$ cat src/rtl/cache_invalidate_ctrl.sv
// cache_invalidate_ctrl
// Hardware full-cache invalidation sequencer. It accepts a one-cycle request
// and optionally waits for the write-through buffer to drain. It then clears
// one valid bit per cycle across all 2^LINE_OFF_W lines, holding the front-end
// off the cache for the whole operation. A one-deep pending flag lets a
// request that arrives mid-operation run immediately after DONE, with no IDLE
// cycle in between.
//
// Handshake: inv_req is a single-cycle pulse with no ready/ack. It is always
// accepted, either by starting an operation or by setting the pending flag.
// Requests arriving while pending is already set merge into that pending
// request. done is a single-cycle pulse and needs no acknowledge.

module cache_invalidate_ctrl #(
  parameter int LINE_OFF_W = 7,
  parameter bit WAIT_WTBUF = 1'b1
) (
  input  logic                  clk,
  input  logic                  reset,
  input  logic                  inv_req,
  input  logic                  wtbuf_empty,
  output logic                  fe_stall,
  output logic                  busy,
  output logic                  inv_en,
  output logic [LINE_OFF_W-1:0] inv_addr,
  output logic                  done,
  output logic [15:0]           inv_cnt,
  output logic [1:0]            state_dbg
);

  typedef enum logic [1:0] {
    S_IDLE  = 2'd0,
    S_DRAIN = 2'd1,
    S_SWEEP = 2'd2,
    S_DONE  = 2'd3
  } state_t;

  // First active state of an invalidation; this depends on whether the
  // write-through buffer must drain first.
  localparam state_t START_ST = WAIT_WTBUF ? S_DRAIN : S_SWEEP;

  localparam logic [LINE_OFF_W-1:0] LAST_IDX = '1;
  localparam logic [15:0]           CNT_MAX  = 16'hFFFF;

  state_t                state_q;
  logic [LINE_OFF_W-1:0] idx_q;
  logic                  pend_q;
  logic [15:0]           inv_cnt_q;

  // Sequencer state, line index, pending flag and saturating completion count.
  always_ff @(posedge clk or negedge reset) begin
    if (!reset) begin
      state_q   <= S_IDLE;
      idx_q     <= '0;
      pend_q    <= 1'b0;
      inv_cnt_q <= '0;
    end else begin
      // The counter is rewritten with its own value every cycle unless DONE bumps it.
      inv_cnt_q <= inv_cnt_q;
      case (state_q)
        S_IDLE: begin
          idx_q  <= '0;
          pend_q <= 1'b0;
          if (inv_req) state_q <= START_ST;
        end
        S_DRAIN: begin
          if (inv_req)     pend_q  <= 1'b1;
          if (wtbuf_empty) state_q <= S_SWEEP;
        end
        S_SWEEP: begin
          if (inv_req) pend_q <= 1'b1;
          // The natural wrap of the index leaves it at 0 for the next sweep.
          idx_q <= idx_q + 1'b1;
          if (idx_q == LAST_IDX) state_q <= S_DONE;
        end
        S_DONE: begin
          if (inv_cnt_q != CNT_MAX) inv_cnt_q <= inv_cnt_q + 16'd1;
          pend_q <= 1'b0;
          if (pend_q || inv_req) state_q <= START_ST;
          else                   state_q <= S_IDLE;
        end
        default: begin
          state_q <= S_IDLE;
        end
      endcase
    end
  end

  // Moore outputs decoded from the state register. fe_stall also covers the
  // request cycle itself, so no front-end access slips in before busy rises.
  always_comb begin
    busy      = (state_q == S_DRAIN) || (state_q == S_SWEEP);
    inv_en    = (state_q == S_SWEEP);
    inv_addr  = (state_q == S_SWEEP) ? idx_q : '0;
    done      = (state_q == S_DONE);
    fe_stall  = busy || (inv_req && (state_q == S_IDLE));
    inv_cnt   = inv_cnt_q;
    state_dbg = state_q;
  end

endmodule

$ cat config.mk
export PLATFORM = sky130hd
export DESIGN_NAME = cache_invalidate_ctrl
export DESIGN_NICKNAME = d
export VERILOG_FILES = /design/src/rtl/cache_invalidate_ctrl.sv
export SDC_FILE = /design/constraint.sdc
export NUM_CORES = 1
export LEC_CHECK = 0
export ABC_CLOCK_PERIOD_IN_PS = 3450
export BUFFER_PORTS_ARGS = -buffer_cell sky130_fd_sc_hd__clkbuf_2
export CORE_MARGIN = 10
export CORE_UTILIZATION = 34
export DETAILED_ROUTE_END_ITERATION = 8
export GPL_ROUTABILITY_DRIVEN = 0
export HOLD_SLACK_MARGIN = 0.06
export PLACE_DENSITY_LB_ADDON = 0.15
export SYNTH_ARGS = -nofsm -noshare
export SYNTH_HDL_FRONTEND = slang
export SYNTH_SLANG_ARGS = --single-unit
$ cat constraint.sdc
create_clock -name clk -period 3.45 [get_ports clk]
set_input_delay 0.1725 -clock clk [delete_from_list [all_inputs] [get_ports clk]]
set_output_delay 0.1725 -clock clk [all_outputs]
set_load 0.02 [all_outputs]
==> impl_metrics.yaml <==
floorplanning:
  ios: 33
  die_y_um: 86.0
  fp.dieW_um: 86.0
  die_area_sq_um: 7400
  num_rows: 23
  core-area_sq_um: 4120
  start_util_pct: 36.0
clocking:
  cts_buffers: 3
  clk_latency_ps: 280
  cts_tree: "built"
  clkSinkCount: 26
  cts.htree.levels: 1
  post_cts_buffers: 0
  clockRootBuffer: "clkbuf_8"
  clk_pin_slew_ps: 90
  ctsLongestPathBuffers: 2
detailed_routing:
  wl_per_cell_um: 15.6
  routed_wirelength_mm: 3.49
  drtAntennaViolNets: 0
  num_vias: 1148
  vias_per_cell: 5.13
  firstDrtPassIters: 4
  drtIter0Drc: 74
  drc_errors: 0
global_route:
  grt_first_pass_wirelength_mm: 5.95
  grt_overflow: 0
  track_usage_pct: 10.0
  grt_pass1_vias: 1192
  grt_max_degree: 27
  antenna_found_initial: 0
synthesis:
  synth_cell_types: 38
  synth.yosys.seq_area_share_pct: 43.9
  synth_top_area_share_pct: 43.9
  synth_commonest_cells: "26 x dfrtp_1, 14 x nand2_1, 9 x xnor2_1, 8 x and2_1, 7 x ha_1"
  yosys-top-cells-area: "dfrtp_1 44%, ha_1 5.9%, xnor2_1 5.3%"
  synthArstFlopShare_pct: 100
  synth_flop_cell: "dfrtp_1"
  ys_ff_latch: 26
  synth_warnings: 0
  syn_nets: 150
  yosysMostFrequentCell: "dfrtp_1"
  synthCells: 139
  yosys.area.top_type: "dfrtp_1"
  syn_area_sq_um: 1480
  syn_avg_cell_area_sq_um: 10.7
  synth_edf_count: 0
sta:
  finalSetupTns_ps: 0
  period_needed_ps: 2100
  slew_headroom_pct: 52.9
  tightest_slew_ps: 706
  finClkSkew_ps: 8.47
  max_clock_freq_mhz: 475
  fin_ws_ps: 1350
  hold_violations: 0
  fin_crit_sh_pct: 61.0
  rsz0062_at_grt: "no"
  finalSetupViolCount: 0
  drv_slew: 0
worst_hold_path:
  holdPathStages: 2
  hold_class: "in -> reg"
  holdCritStartpoint: "inv_req"
placement:
  dp_hpwl_mm: 2.63
  place_ws_ps: 1630
  postPlaceCellArea_sq_um: 1700
  port_buffers: 32
pwr:
  power_leakage_nw: 0.843
  switching_power_uw: 545
  p_int_uw: 695
  p_per_area_nw_per_um2: 704
  pwr-share-comb_pct: 46.1
  ir_drop_uv: 506
  p_seq_share_pct: 37.1
  p_clk_share_pct: 16.8
  p_total_mw: 1.24
  swShare_pct: 44.0
worst_setup_path:
  end_kind: "primary output"
  startpoint: "state_dbg[0]"
  critPathKind: "reg -> out"
  ff2ff_path_depth: 4
  crit_fanout: 22
  crit_required_ps: 3280
  crit_path_end: "inv_addr[0]"
  r2r_setup_slack_ps: 1600
  worstPathArrival_ps: 1930
  r2r_end: "state_dbg[1]"
  rr_startpoint: "state_dbg[0]"
  cp-start-kind: "flip-flop"
cells_and_area:
  multiInputGateArea_sq_um: 810
  fin_area_sq_um: 1760
  fillers: 429
  regArea_sq_um: 651
  area_growth_pct: 18.9
  fin_nets: 186
  final_layout_size_suffix_gt1_share_pct: 29.9
  diodes: 0
job:
  cap_violations: 0
outcome:
  status: "complete, no violations"
[metrics by stage]
| step | hold WS [ps] | instances | utilization [%] |
|---|---|---|---|
| after CTS | 159 | 224 | 42.8 |
| after global routing | 164 | 224 | 42.8 |
| after global placement | 239 | 219 | 41.3 |
| after detailed placement | 244 | 219 | 41.3 |
| after floorplan | -123 | 139 | - |
| final | 165 | 224 | 42.8 |
[state kept, by name, indices dropped and copies added (netlist names)]
name       flops
pend_q         1
idx_q          7
inv_cnt       16
state_dbg      2
[what timing repair did]
item | CTS | global route
resized for setup | 0 | 0
hold buffers | 1 | 0
hold endpoints to repair | 26 | 0
[power by group through the flow]
stage | sequential (mW) | combinational (mW) | clock [mW]
after floorplan | 0.503 | 0.360 | 0
after global placement | 0.458 | 0.561 | 0
after detailed placement | 0.466 | 0.577 | 0
after CTS | 0.460 | 0.584 | 0.214
after global routing | 0.470 | 0.637 | 0.224
final | 0.461 | 0.572 | 0.208
[how the worst min path moves through the flow]
stage | end | slack, ps
global route | pend_q | 160
floorplan | idx_q[0] | -120
global placement | inv_cnt[3] | 240
detailed placement | inv_cnt[3] | 240
finish | pend_q | 160
CTS | pend_q | 160
[placed cells by master (no fill, tap or decap), drive strengths merged, types with 4 or more instances in the layout]
cell type	count
clkbuf	36
dfrtp	26
nand2	14
and2	10
xnor2	9
nand3	8
ha	7
nand2b	7
mux2	6
nand4	5
inv	4
xor2	4
o21ai	4
and4	4
nor3	4
[cells by family after synthesis]
family                   share of synthesized area [%]
AO/OA/AOI/OAI                                     8.02
XOR/XNOR                                          7.68
adder cells (fa/ha/maj)                           5.91
buffers and inverters                             1.52
flip-flops                                        43.9
multiplexers                                      5.91
AND/OR/NAND/NOR                                   27.1
[per-layer routing]
| layer | share of wire (%) | vias up | global-route usage (%) |
|---|---|---|---|
| li1 | - | 559 | - |
| met1 | 47 | 560 | 12.3 |
| met2 | 45 | 24 | 15.6 |
| met3 | 6.9 | 5 | 3.41 |
| met4 | 1.6 | 0 | 4.04 |
| met5 | 0 | - | 0 |
[worst max-delay path, cell delays in order (launching register included)]
cell	delay, ps
dfrtp_1	450
inv_1	160
ha_1	630
and2_1	240
clkbuf_2	170
[layout make-up]
| class | instances | share of cell area, % |
|---|---|---|
| multi-input cells | 107 | 45.9 |
| flip-flops and latches | 26 | 36.9 |
| repair buffers | 33 | 9.65 |
| well taps | 50 | 3.55 |
| clock buffers | 4 | 3.12 |
| inverters | 4 | 0.852 |
Note: power is estimated with default switching activity, not from simulation.
